### src/rtl/piso_pkg.sv
// Shared types and helpers for the parallel-in serial-out transmitter.
package piso_pkg;

  typedef enum logic {
    ST_IDLE  = 1'b0,
    ST_SHIFT = 1'b1
  } state_e;

  localparam int unsigned DEFAULT_WIDTH = 4;

  function automatic int unsigned clog2(input int unsigned value);
    int unsigned result;
    result = 0;
    for (int unsigned i = 0; i < 32; i++) begin
      if ((64'd1 << i) < 64'(value)) result = i + 1;
    end
    return result;
  endfunction

endpackage

### src/rtl/piso_shift_core.sv
// Loadable shift register; shifts toward the output tap with zero fill.
module piso_shift_core
  import piso_pkg::*;
#(
  parameter int unsigned WIDTH     = DEFAULT_WIDTH,
  parameter bit          LSB_FIRST = 1'b1
) (
  input  logic             clk,
  input  logic             rst_n,
  input  logic             load,
  input  logic             shift_en,
  input  logic [WIDTH-1:0] load_data,
  output logic             out_bit
);

  logic [WIDTH-1:0] shreg_q;
  logic [WIDTH-1:0] shreg_d;

  always_comb begin
    shreg_d = shreg_q;
    if (load) begin
      shreg_d = load_data;
    end else if (shift_en) begin
      if (LSB_FIRST) shreg_d = {1'b0, shreg_q[WIDTH-1:1]};
      else           shreg_d = {shreg_q[WIDTH-2:0], 1'b0};
    end
  end

  always_ff @(posedge clk) begin
    if (!rst_n) shreg_q <= '0;
    else        shreg_q <= shreg_d;
  end

  assign out_bit = LSB_FIRST ? shreg_q[0] : shreg_q[WIDTH-1];

endmodule

### src/rtl/piso_serializer.sv
// Parallel-in serial-out transmitter with valid/ready on both sides and a
// last-bit flag; back-to-back words stream without a bubble.
module piso_serializer
  import piso_pkg::*;
#(
  parameter int unsigned WIDTH     = DEFAULT_WIDTH,
  parameter bit          LSB_FIRST = 1'b1
) (
  input  logic             clk,
  input  logic             rst_n,
  input  logic             in_valid,
  output logic             in_ready,
  input  logic [WIDTH-1:0] in_data,
  output logic             ser_out,
  output logic             ser_valid,
  input  logic             ser_ready,
  output logic             ser_last,
  output logic             busy
);

  localparam int unsigned           CW      = clog2(WIDTH);
  localparam logic [CW-1:0]         CNT_MAX = CW'(WIDTH - 1);

  state_e        state_q, state_d;
  logic [CW-1:0] count_q, count_d;
  logic          load, shift_en, core_bit;
  logic          accept, xfer, cnt_zero;

  assign busy      = (state_q == ST_SHIFT);
  assign ser_valid = busy;
  assign cnt_zero  = (count_q == '0);
  assign ser_last  = ser_valid & cnt_zero;
  assign in_ready  = ~busy | (cnt_zero & ser_ready);
  assign accept    = in_valid & in_ready;
  assign xfer      = ser_valid & ser_ready;
  // The core keeps the final bit after the word ends, so gate it off here.
  assign ser_out   = ser_valid & core_bit;

  always_comb begin
    state_d  = state_q;
    count_d  = count_q;
    load     = 1'b0;
    shift_en = 1'b0;
    if (accept) begin
      load    = 1'b1;
      count_d = CNT_MAX;
      state_d = ST_SHIFT;
    end else if (xfer) begin
      if (!cnt_zero) begin
        shift_en = 1'b1;
        count_d  = count_q - CW'(1);
      end else begin
        state_d = ST_IDLE;
      end
    end
  end

  always_ff @(posedge clk) begin
    if (!rst_n) begin
      state_q <= ST_IDLE;
      count_q <= '0;
    end else begin
      state_q <= state_d;
      count_q <= count_d;
    end
  end

  piso_shift_core #(
    .WIDTH     (WIDTH),
    .LSB_FIRST (LSB_FIRST)
  ) u_core (
    .clk       (clk),
    .rst_n     (rst_n),
    .load      (load),
    .shift_en  (shift_en),
    .load_data (in_data),
    .out_bit   (core_bit)
  );

endmodule
### config.mk
export PLATFORM = sky130hd
export DESIGN_NAME = piso_serializer
export DESIGN_NICKNAME = d
export VERILOG_FILES = /design/src/rtl/piso_pkg.sv /design/src/rtl/piso_shift_core.sv /design/src/rtl/piso_serializer.sv
export SDC_FILE = /design/constraint.sdc
export NUM_CORES = 1
export LEC_CHECK = 0
export ABC_AREA = 1
export BUFFER_PORTS_ARGS = -buffer_cell sky130_fd_sc_hd__buf_4
export CORE_AREA = 5 5 42 44
export CTS_CLUSTER_SIZE = 8
export DETAILED_ROUTE_END_ITERATION = 12
export DIE_AREA = 0 0 47 49
export PLACE_DENSITY_LB_ADDON = 0.1
export SLEW_MARGIN = 20
export SYNTH_ARGS = -nofsm -noshare
export SYNTH_HDL_FRONTEND = slang
export SYNTH_SLANG_ARGS = --single-unit
### constraint.sdc
create_clock -name clk -period 2.2 [get_ports clk]
set_input_delay 0.11 -clock clk [delete_from_list [all_inputs] [get_ports clk]]
set_output_delay 0.11 -clock clk [all_outputs]
set_load 0.02 [all_outputs]
Yosys cells after proc, flatten, opt, wreduce, memory -nomap -nowiden
Index checks and enable logic that the tools add are counted.

storage, ports and cells
  ROM bits = 0
  bits in latches = 0
  memory bits (writable) = 0
  output and inout port bits = 5
  memories kept = 0
  register bits after elaboration = 7

operators by class
  add/subtract/negate cells = 1
  divide/modulo/power cells = 0
  reduce and logical (&&, ||, !) cells = 6
  shift-type cells = 0
  eq/ne operators = 1
  $lt $le $gt $ge = 0
  multipliers = 0
  mux-type cells = 12
  bitwise operators = 7

operator list
  kind                                                                number
  4-bit two-way mux                                                   2
  1-bit two-way mux                                                   7
  2-bit two-way mux                                                   3
  2-bit nonzero test                                                  3
  1-bit AND                                                           5
  2-bit AND reduction                                                 2
  2-bit zero test                                                     1
  2-bit inequality test, second input constant                        1
  2-bit by 1-bit subtractor with 2-bit output, second input constant  1
  1-bit NOT                                                           1
  1-bit OR                                                            1

Depth between registers and ports, before layout
  depth in word-level cells = 7
  gate-level depth with buffers = 7
  gate-level depth less buffers = 7

Hierarchy
From an unflattened synthesis, not the netlist that was laid out.

unflattened totals
  cells, all modules = 58
  area, all modules = 371.6 um2

by module, submodules not included
  module           seq. area each (um2)  area each (um2)  instances  cells each
  piso_shift_core  80.1                  187.7            1          29
  piso_serializer  60.1                  183.9            1          29

Worst setup path after synthesis
No wires, ideal clock.

  path kind = flip-flop to flip-flop
  from = reg state_q, in the netlist busy
  to = reg u_core.shreg_q[0]
  period minus slack after synthesis = 1138 ps
  cell stages (with the launch flop) = 5
  required time = 2134 ps
  setup slack = 1062 ps
  arrival time = 1072 ps
  path through = dfxtp_1 -> nand2_2 -> nand2_4 -> o21ai_2 -> a21oi_2

between the ends
  cells in the longest elaborated chain, start to end = 5
  elaborated cells on any way between the ends = 9
  classes of those cells = mux (4); bitwise (4); reduce/logical (1)

ends and longest elaborated chain
  what                                                     RTL line               text
  start, declared                                          piso_serializer.sv:24  state_e state_q, state_d;
  start signal, assigned                                   piso_serializer.sv:63  state_q <= state_d;
  1-bit NOT (*)                                            piso_serializer.sv:33  assign in_ready = ~busy | (cnt_zero & ser_ready);
  1-bit OR (*)                                             piso_serializer.sv:33
  named net in_ready                                       piso_serializer.sv:12  output logic in_ready,
  1-bit AND (*)                                            piso_serializer.sv:34  assign accept = in_valid & in_ready;
  1-bit two-way mux                                        piso_serializer.sv:44  if (accept) begin
  4-bit two-way mux or 2-bit nonzero test (tied branches)  -
  end signal, assigned                                     piso_shift_core.sv:31  else shreg_q <= shreg_d;
  end, declared                                            piso_shift_core.sv:16  logic [WIDTH-1:0] shreg_q;

Mark *: on every way through the listed nets, which the timed path passes. The rest lies on a longest branch.
A chain may end at the register's enable or synchronous reset.

Worst setup path after layout
  from = reg count_q[0]
  to = out in_ready

between the ends
  cells in the longest elaborated chain, start to end = 3

ends and longest elaborated chain
  what                    RTL line               text
  start, declared         piso_serializer.sv:25  logic [CW-1:0] count_q, count_d;
  start signal, assigned  piso_serializer.sv:64  count_q <= count_d;
  2-bit zero test         piso_serializer.sv:31  assign cnt_zero = (count_q == '0);
  1-bit AND               piso_serializer.sv:33
  1-bit OR                piso_serializer.sv:33
  end, declared           piso_serializer.sv:12

Every way passes these cells.

==> key figures <==
Global routing
  • Antenna violations before repair: 0
  • Vias in the first global route: 359
  • GRT Total Usage: 0.0916
  • Grt total ovfl: 0
  • First-pass GRT wire length: 1500 um
  • Largest net degree at the start of global routing: 11

Routing
  • DR DRC count: 0
  • Detailed Route WL: 880 um
  • Post-route ant nets: 0
  • DR WL/cell: 10.4 um
  • Detailed-route via count: 360
  • First-pass DRT Iterations: 2
  • Initial drt markers: 2
  • Post-DR vias/cell: 4.24

Critical path
  • R2r startpoint: count_q[0]
  • Crit path arrival time: 1.26 ns
  • Critical path peak fanout: 7
  • Kind of start point of the critical path: register
  • Worst setup path class: reg -> out
  • CP Capture Type: primary output
  • Critical Path Start: count_q[0]
  • CP Data Required Time: 2.09 ns

Synthesis
  • Dominant cells by area after synthesis: dfxtp_1, inv_1, nand3_1, nand2_1, a21oi_2
  • Synthesized flop and latch total: 7
  • Commonest cells in the netlist: inv_1, nand2_1, nand3_1
  • Syn Nets: 63
  • Ys async rst share: 0
  • Cell taking the most area after synthesis: dfxtp_1
  • Most used DFF post-synth: dfxtp_1
  • Most frequent cell after synthesis: inv_1
  • Syn. warnings: 0
  • Post-synth EDFFs: 0
  • Mapped Cells: 54
  • Seq/Total Area, Yosys: 0.352
  • Avg Inst Size Synth: 7.37 sq um
  • Top cell type's share of synthesized area: 0.352
  • Mapped Area: 398 sq um
  • Distinct cell type count of the synthesized netlist: 14

Min path
  • Worst hold path startpoint: in_data[3]
  • Hold/Removal Path Class: in -> reg

Status
  • Status: finished clean

Timing
  • RSZ-0062 raised after global routing: false
  • Setup TNS Final: 0 ns
  • Final setup fails: 0
  • Hold Fails Final Rpt: 0
  • Achievable Freq: 732 MHz
  • Fin crit share: 0.621
  • Crit path time final: 1.37 ns
  • Worst hold slack: 0.142 ns
  • Worst-margin pin slew: 0.313 ns
  • Slew Limit Fails: 0
  • Setup Skew: 0.00348 ns
  • Worst-case headroom to the max-slew limit: 0.791

Placed design
  • Port-buffer cells: 12
  • GP Congestion: 0.683
  • Placed cell area: 500 sq um
  • DP HPWL: 689 um

Die
  • Die height: 49 um
  • Initial Util: 0.284
  • Io pins: 13
  • Die width: 47 um
  • Row Count: 14
  • Core box area: 0.00140 sq mm
  • Die area: 0.00230 sq mm

Clock network
  • Post-cts sizing count: 0
  • CTS hold repair buffers: 0
  • Worst-Skew Late Latency: 0.25 ns
  • Cts bufs inserted: 3
  • # clock sinks: 7
  • CTS tree: done
  • Post-CTS Setup Inserts: 0
  • Root buffer cell: clkbuf_4
  • Clock transition at the registers of the reported paths: 0.05 ns
  • H-tree levels: 1
  • Clk buf depth: 2

Pwr
  • Leak: 0.000265 uW
  • VDD IR max: 0.287 mV
  • PwrDens: 670 mW/mm^2

Final layout
  • Final instance area: 527 sq um
  • Area added between synthesis and finish: 32.4%
  • Final layout net count: 79
  • Fin util: 0.376
  • Layout cells sized above 1: 0.348
  • Antenna cells: 0

Flow run
  • Max Cap Viol: 0
per-stage QoR:
step	total power [uW]	setup slack [ns]	cells
floorplan	210	1.06	54
global placement	243	1.04	81
detailed placement	243	1.02	81
CTS	361	0.817	85
global route	383	0.725	85
finish	353	0.833	85
where the power goes:
part           switching, uW  leakage (uW)  internal, uW
sequential              9.87     0.0000582           139
clock                   44.5     0.0000150          69.0
combinational           52.1      0.000192          38.5
total                    106      0.000265           246
sequential cells by signal, summed over array words and instances (netlist names):
register        cells
busy                1
count_q             2
u_core.shreg_q      4
layout by cell type (no fill, tap or decap), types with 2 or more instances in the layout:
master,instances
buf_4,12
inv_1,11
nand2_1,9
nand3_1,8
dfxtp_1,7
nor2_1,4
o21ai_2,3
a21oi_2,3
clkbuf_4,3
a21oi_1,2
o21ai_0,2
critical path: stages, from the launching register on:
cell	delay, ns
dfxtp_1	0.32
inv_1	0.05
ha_1	0.22
nand2_1	0.08
nand2_2	0.13
buf_4	0.21
worst paths after layout:
kind	to	slack, ns	cells past startpoint
max	in_ready	0.83	5
min reg2reg	count_q[1]	0.47	2
max reg2reg	count_q[1]	1.02	6
min	u_core.shreg_q[3]	0.14	3
area by class of cell:
cell class,count,area (sq um)
Tap cell,16,20.0
Inverter,11,41.3
Fill cell,160,875
Timing Repair Buffer,12,90.1
Sequential cell,7,140
Multi-Input combinational cell,35,209
Clock buffer,4,26.3
metal layers:
layer	track usage	vias up	share of wire
met2	0.122	12	0.41
li1	-	201	-
met3	0.0295	2	0.10
met4	0.0829	0	0.015
met5	0	-	0
met1	0.110	145	0.47
cells by family (layout without fill, tap and decap cells):
| logic type | after synthesis | in the layout | share of synthesized area |
|---|---|---|---|
| simple gates | 24 | 24 | 0.311 |
| buf+inv | 12 | 27 | 0.123 |
| compound gates | 10 | 10 | 0.182 |
| flops | 7 | 7 | 0.352 |
| fa+ha+maj | 1 | 1 | 0.0314 |
Power figures use the tool's default switching activity.
